===== src/rtl/boot_pkg.sv =====
//==============================================================================
// Module      : boot_pkg
// Description : Shared types and constants for the UART boot loader.
// Revision    : 1.0 - initial release
//==============================================================================
`default_nettype none

package boot_pkg;

    localparam int HDR_BYTES      = 2;
    localparam int BYTES_PER_WORD = 4;

    typedef enum logic [2:0] {
        HDR_LO = 3'd0,
        HDR_HI = 3'd1,
        DATA   = 3'd2,
        DONE   = 3'd3,
        ERR    = 3'd4
    } boot_state_t;

    typedef enum logic [1:0] {
        RX_IDLE  = 2'd0,
        RX_START = 2'd1,
        RX_BITS  = 2'd2,
        RX_STOP  = 2'd3
    } rx_state_t;

endpackage

`default_nettype wire


===== src/rtl/uart_rx.sv =====
//==============================================================================
// Module      : uart_rx
// Description : 8N1 UART receiver with 2-FF synchronizer and glitch rejection.
// Revision    : 1.0 - initial release
//==============================================================================
`default_nettype none

module uart_rx
    import boot_pkg::*;
#(
    parameter int CLKS_PER_BIT = 87
)
(
    input  logic       clk,
    input  logic       rst,
    input  logic       rx_in,
    output logic       rx_valid,
    output logic [7:0] rx_byte,
    output logic       rx_frame_err
);

    localparam int                c_cnt_w = $clog2(CLKS_PER_BIT);
    localparam logic [c_cnt_w-1:0] c_full = c_cnt_w'(CLKS_PER_BIT - 1);
    localparam logic [c_cnt_w-1:0] c_half = c_cnt_w'(CLKS_PER_BIT / 2 - 1);

    rx_state_t            r_state, w_state_nxt;
    logic [1:0]           r_sync;
    logic                 r_prev;
    logic [c_cnt_w-1:0]   r_cnt, w_cnt_nxt;
    logic [2:0]           r_bit, w_bit_nxt;
    logic [7:0]           r_shift, w_shift_nxt;
    logic                 r_valid, w_valid;
    logic                 r_ferr, w_ferr;
    logic                 w_line;
    logic                 w_fall;

    assign w_line = r_sync[1];
    // Edge-triggered start: after a low stop bit the line must rise before re-arming.
    assign w_fall = r_prev & ~w_line;

    always_ff @(posedge clk or negedge rst) begin
        if (!rst) begin
            r_sync  <= 2'b11;
            r_prev  <= 1'b1;
            r_state <= RX_IDLE;
            r_cnt   <= '0;
            r_bit   <= '0;
            r_shift <= '0;
            r_valid <= 1'b0;
            r_ferr  <= 1'b0;
        end else begin
            r_sync  <= {r_sync[0], rx_in};
            r_prev  <= w_line;
            r_state <= w_state_nxt;
            r_cnt   <= w_cnt_nxt;
            r_bit   <= w_bit_nxt;
            r_shift <= w_shift_nxt;
            r_valid <= w_valid;
            r_ferr  <= w_ferr;
        end
    end

    always_comb begin
        w_state_nxt = r_state;
        w_cnt_nxt   = r_cnt + 1'b1;
        w_bit_nxt   = r_bit;
        w_shift_nxt = r_shift;
        w_valid     = 1'b0;
        w_ferr      = 1'b0;
        case (r_state)
            RX_IDLE: begin
                w_cnt_nxt = '0;
                if (w_fall) w_state_nxt = RX_START;
            end
            RX_START: begin
                if (r_cnt == c_half) begin
                    w_cnt_nxt   = '0;
                    w_bit_nxt   = '0;
                    w_state_nxt = w_line ? RX_IDLE : RX_BITS;
                end
            end
            RX_BITS: begin
                if (r_cnt == c_full) begin
                    w_cnt_nxt   = '0;
                    w_shift_nxt = {w_line, r_shift[7:1]};
                    w_bit_nxt   = r_bit + 3'd1;
                    if (r_bit == 3'd7) w_state_nxt = RX_STOP;
                end
            end
            RX_STOP: begin
                if (r_cnt == c_full) begin
                    w_cnt_nxt   = '0;
                    w_valid     = w_line;
                    w_ferr      = ~w_line;
                    w_state_nxt = RX_IDLE;
                end
            end
            default: w_state_nxt = RX_IDLE;
        endcase
    end

    assign rx_valid     = r_valid;
    assign rx_byte      = r_shift;
    assign rx_frame_err = r_ferr;

endmodule

`default_nettype wire


===== src/rtl/uart_boot_loader.sv =====
//==============================================================================
// Module      : uart_boot_loader
// Description : Loads a UART program image into instruction memory, then
//               releases the core from reset.
// Revision    : 1.0 - initial release
//==============================================================================
`default_nettype none

module uart_boot_loader
    import boot_pkg::*;
#(
    parameter int CLKS_PER_BIT = 87,
    parameter int IMEM_DEPTH   = 256
)
(
    input  logic        clk,
    input  logic        rst,
    input  logic        uart_rx,
    output logic        imem_we,
    output logic [31:0] imem_addr,
    output logic [31:0] imem_wdata,
    output logic        cpu_rst,
    output logic        load_done,
    output logic        load_err,
    output logic        frame_err
);

    boot_state_t r_state, w_state_nxt;
    logic        w_rx_valid;
    logic [7:0]  w_rx_byte;
    logic        w_rx_ferr;
    logic [15:0] r_n;
    logic [15:0] r_word;
    logic [15:0] w_n_hdr;
    logic [1:0]  r_byte_idx;
    logic [31:0] r_wdata;
    logic        r_we;
    logic        r_cpu_rst;
    logic        r_frame_err;

    uart_rx #(
        .CLKS_PER_BIT (CLKS_PER_BIT)
    ) u_rx (
        .clk          (clk),
        .rst          (rst),
        .rx_in        (uart_rx),
        .rx_valid     (w_rx_valid),
        .rx_byte      (w_rx_byte),
        .rx_frame_err (w_rx_ferr)
    );

    assign w_n_hdr = {w_rx_byte, r_n[7:0]};

    always_comb begin
        w_state_nxt = r_state;
        case (r_state)
            HDR_LO: if (w_rx_valid) w_state_nxt = HDR_HI;
            HDR_HI: begin
                if (w_rx_valid) begin
                    if (w_n_hdr == 16'd0)
                        w_state_nxt = DONE;
                    else if ({16'd0, w_n_hdr} > 32'(IMEM_DEPTH))
                        w_state_nxt = ERR;
                    else
                        w_state_nxt = DATA;
                end
            end
            // Leave DATA only once the final strobe cycle has been presented.
            DATA:    if (r_we && ((r_word + 16'd1) == r_n)) w_state_nxt = DONE;
            DONE:    w_state_nxt = DONE;
            ERR:     w_state_nxt = ERR;
            default: w_state_nxt = HDR_LO;
        endcase
    end

    always_ff @(posedge clk or negedge rst) begin
        if (!rst) begin
            r_state     <= HDR_LO;
            r_n         <= '0;
            r_word      <= '0;
            r_byte_idx  <= '0;
            r_wdata     <= '0;
            r_we        <= 1'b0;
            r_cpu_rst   <= 1'b1;
            r_frame_err <= 1'b0;
        end else begin
            r_state   <= w_state_nxt;
            r_cpu_rst <= (w_state_nxt != DONE);
            r_we      <= 1'b0;
            if (w_rx_ferr) r_frame_err <= 1'b1;
            if (w_rx_valid) begin
                case (r_state)
                    HDR_LO: r_n[7:0]  <= w_rx_byte;
                    HDR_HI: r_n[15:8] <= w_rx_byte;
                    DATA: begin
                        r_wdata[8*r_byte_idx +: 8] <= w_rx_byte;
                        r_byte_idx                 <= r_byte_idx + 2'd1;
                        if (r_byte_idx == 2'd3) r_we <= 1'b1;
                    end
                    default: ;
                endcase
            end
            if (r_we) r_word <= r_word + 16'd1;
        end
    end

    assign imem_we    = r_we;
    assign imem_addr  = 32'(r_word) * 32'(BYTES_PER_WORD);
    assign imem_wdata = r_wdata;
    assign cpu_rst    = r_cpu_rst;
    assign load_done  = (r_state == DONE);
    assign load_err   = (r_state == ERR);
    assign frame_err  = r_frame_err;

endmodule

`default_nettype wire


===== config.mk =====
export PLATFORM = sky130hd
export DESIGN_NAME = uart_boot_loader
export DESIGN_NICKNAME = d
export VERILOG_FILES = /design/src/rtl/boot_pkg.sv /design/src/rtl/uart_rx.sv /design/src/rtl/uart_boot_loader.sv
export SDC_FILE = /design/constraint.sdc
export NUM_CORES = 1
export LEC_CHECK = 0
export CORE_MARGIN = 4
export CORE_UTILIZATION = 36
export DETAILED_ROUTE_END_ITERATION = 8
export PLACE_DENSITY_LB_ADDON = 0.1
export SYNTH_ARGS = -nofsm -noshare
export SYNTH_HDL_FRONTEND = slang
export SYNTH_HIERARCHICAL = 1
export SYNTH_SLANG_ARGS = --single-unit

===== constraint.sdc =====
create_clock -name clk -period 4.6 [get_ports clk]
set_input_delay 0.92 -clock clk [delete_from_list [all_inputs] [get_ports clk]]
set_output_delay 0.92 -clock clk [all_outputs]
set_load 0.03 [all_outputs]

==> results.py <==
metrics = {
    "clocking": {
        "cts.path.max_buffers": 2,
        "cts_resized": 0,
        "cts_made_buffers": 9,
        "cts_setup_buffers": 0,
        "tritoncts": "built",
        "cts-hold-fix-buffers": 0,
        "htree_num_levels": 3,
        "cts.sink_count": 97,
        "cts_root_buffer": "clkbuf_16",
        "clk_pin_slew_ps": 60,
        "clk_latency_ps": 350,
    },
    "die": {
        "core-area_um2": 12900,
        "rows": 41,
        "boundaryPins": 72,
        "initial_utilization_pct": 37.4,
        "die_w_um": 124,
        "dieArea_um2": 15300,
        "die_y_um": 124,
    },
    "worst_setup_path": {
        "r2r_start": "r_word[0]",
        "r2r.worst_path.cells": 8,
        "setup.worst_path.start": "r_state[1]",
        "r2r_end": "cpu_rst",
        "crit_required_ps": 3680,
        "max_stage_delay_ps": 740,
        "crit_type": "flop to primary output",
        "cp.arrival_ps": 1970,
        "worstPathCellList": "inv_1, nor3b_1, clkdlybuf4s50_1",
        "critical-path-slowest-cell": "clkdlybuf4s50_1",
        "cp_max_fo": 6,
        "crit_path_start_kind": "flop",
        "crit_path_end": "load_done",
        "end_kind": "primary output",
        "rrSetupSlack_ps": 2260,
    },
    "route": {
        "drt_iter0_drc": 230,
        "avgRoutedWirePerCell_um": 15.1,
        "vias_per_cell": 4.95,
        "vias": 3438,
        "ant_nets": 0,
        "detail_route.first_pass.iterations": 6,
        "drc_errors": 0,
        "wirelength_um": 10500,
    },
    "place": {
        "portBuffers": 55,
        "gp_congestion": 0.882,
        "dpl.hpwl_um": 7540,
    },
    "grt": {
        "grt_overflow": 0,
        "grt_pass1_vias": 3371,
        "grt_use_total_pct": 14.8,
        "grt_pass1_wl_um": 17500,
        "antenna_found_initial": 0,
        "grt_max_degree": 71,
    },
    "power": {
        "p_clk_share_pct": 40.2,
        "comb_power_share_pct": 8.2,
        "switchingPower_mw": 0.467,
        "p_per_area_nw_per_um2": 324,
        "sequentialPowerShare_pct": 51.6,
        "irDropWorstVdd_uv": 318,
        "cellLeakagePower_nw": 2.43,
        "intPower_mw": 1.38,
        "swShare_pct": 25.3,
    },
    "yosys": {
        "synth_ff_type": "dfrtp_1",
        "synthTopCellsByArea": "dfrtp_1 (48%), nand2_1 (6.6%), mux2_2 (5.9%), o21ai_0 (4.4%), xnor2_1 (4.0%)",
        "synthTopCellsByCount": "dfrtp_1 (93), nand2_1 (85), o21ai_0 (42), mux2_2 (25)",
        "synthCells": 471,
        "yosys.cell_types.count": 58,
        "synth_top_area_share_pct": 48.4,
        "syn_avg_cell_area_um2": 10.2,
        "synth.most_common_cell": "dfrtp_1",
        "synth_edf_count": 0,
        "seq_area_frac_synth_pct": 50.5,
        "ys.warnings.count": 6,
        "async_flop_share_pct": 100,
        "ys_ff_latch": 97,
        "synthesis.area_um2": 4810,
        "yosysTopAreaCell": "dfrtp_1",
    },
    "timing": {
        "setup_viol": 0,
        "fmax_mhz": 346,
        "skew_ps": 8.41,
        "rsz0062_at_grt": "no",
        "final-hold-violation-count": 0,
        "report.final.slew_viol_count": 0,
        "tightest_slew_ps": 881,
        "min_period_over_period_pct": 62.8,
        "tns_ps": 0,
        "slew_headroom_pct": 41.3,
        "fin_crit_ps": 2890,
    },
    "min_path": {
        "hp-class": "flop to flop",
    },
    "final_layout": {
        "syn_to_final_growth_pct": 18.5,
        "fin_util_pct": 44.3,
        "fillers": 1221,
        "diodes": 0,
        "drive_gt1_share_pct": 10.3,
        "fin_nets": 531,
    },
    "flow_run": {
        "drv_cap": 0,
    },
    "status": {
        "outcome": "complete, no violations",
    },
}
[how the worst min path moves through the flow]
| stage | to | slack [ps] | from | cells after the start |
|---|---|---|---|---|
| after global routing | u_rx/r_sync[1] | 360 | u_rx/r_sync[0] | 0 |
| after detailed placement | u_rx/r_sync[1] | 350 | u_rx/r_sync[0] | 0 |
| after global placement | u_rx/r_sync[1] | 350 | u_rx/r_sync[0] | 0 |
| after floorplan | u_rx/r_sync[1] | 350 | u_rx/r_sync[0] | 0 |
| after CTS | u_rx/r_sync[1] | 360 | u_rx/r_sync[0] | 0 |
| final | u_rx/r_sync[1] | 360 | u_rx/r_sync[0] | 0 |
[cell families (layout without fill, tap and decap cells)]
group | after synthesis | after routing | share of synthesized area (%)
simple gates | 179 | 179 | 18.2
other cells | 1 | 16 | 0.0779
flops | 97 | 97 | 50.5
compound gates | 74 | 74 | 9.49
fa+ha+maj | 10 | 10 | 2.60
mux | 26 | 26 | 6.06
buf+inv | 45 | 82 | 5.51
xor+xnor | 39 | 39 | 7.49
[sequential cells by signal (all words and copies together) (netlist names), 3 cells and up, named ones only]
register,count
r_word,16
u_rx/r_bit,3
u_rx/r_cnt,7
u_rx/rx_byte,8
r_n,16
imem_wdata,32
r_state,3
[worst max-delay path, delay by kind of cell, from the launching register on]
family | cells | cell delay [ps]
buffers and inverters | 2 | 860
DFF | 1 | 450
and+or+nand+nor | 1 | 320
[through the flow]
step           cells  area [um2]  hold slack, ps  power [mW]  setup WS (ps)
6_report         695        5700             355        1.85           1710
5_1_grt          695        5700             360        1.93           1600
4_1_cts          695        5700             358        1.88           1690
3_5_place_dp     679        5410             348        1.12           2080
3_3_place_gp     679        5410             347        1.12           2110
2_1_floorplan    486        4870             345        1.08           2330
[power by group through the flow]
| stage | clock [mW] | combinational, mW | sequential, mW |
|---|---|---|---|
| after floorplan | 0 | 0.142 | 0.941 |
| after global placement | 0 | 0.150 | 0.966 |
| after detailed placement | 0 | 0.155 | 0.966 |
| after CTS | 0.774 | 0.155 | 0.950 |
| after global routing | 0.804 | 0.173 | 0.957 |
| final | 0.743 | 0.152 | 0.952 |
[placed cells by master, fill, tap and decap left out, types with 2 or more instances in the layout]
cell type / synthesis / routed
xnor2_1: 22 / 22
inv_6: 0 / 2
inv_1: 10 / 10
clkbuf_16: 0 / 9
nand4b_1: 2 / 2
clkdlybuf4s50_1: 0 / 54
o31ai_1: 2 / 2
dfstp_2: 4 / 4
dfrtp_1: 93 / 93
nor2b_1: 3 / 3
nor3b_1: 7 / 7
a31oi_1: 2 / 2
conb_1: 1 / 16
and3_1: 6 / 6
nor3b_2: 2 / 2
ha_1: 10 / 10
xor2_1: 16 / 16
and2_1: 2 / 2
nor4_1: 5 / 5
o2111ai_1: 2 / 2
o21ai_0: 42 / 42
clkbuf_1: 9 / 3
nand2_1: 85 / 85
nor2_1: 17 / 17
a21oi_1: 7 / 7
nand3_1: 22 / 22
nor3_1: 9 / 9
buf_4: 18 / 2
nand2b_1: 3 / 3
mux2_2: 25 / 25
a221oi_1: 3 / 3
nand4_1: 5 / 5
a2111oi_0: 2 / 2
nor4bb_1: 2 / 2
[cell type report]
class | instances | area [um2] | area share, %
inverter | 10 | 37.5 | 0.658
timing repair buffer | 56 | 556 | 9.75
sequential | 97 | 2430 | 42.7
tap | 172 | 215 | 3.78
clock inverter | 4 | 52.6 | 0.922
multi-input combinational | 344 | 2170 | 38.1
clock buffer | 12 | 236 | 4.15
[layer usage]
metal | share of wire [%] | track usage, % | wire [um]
met5 | 0 | 0 | 0
met4 | 1.4 | 6.23 | 144
met3 | 3.3 | 2.59 | 349
met2 | 49 | 23.4 | 5120
met1 | 46 | 20.2 | 4880
Note: power is estimated with default switching activity, not from simulation.
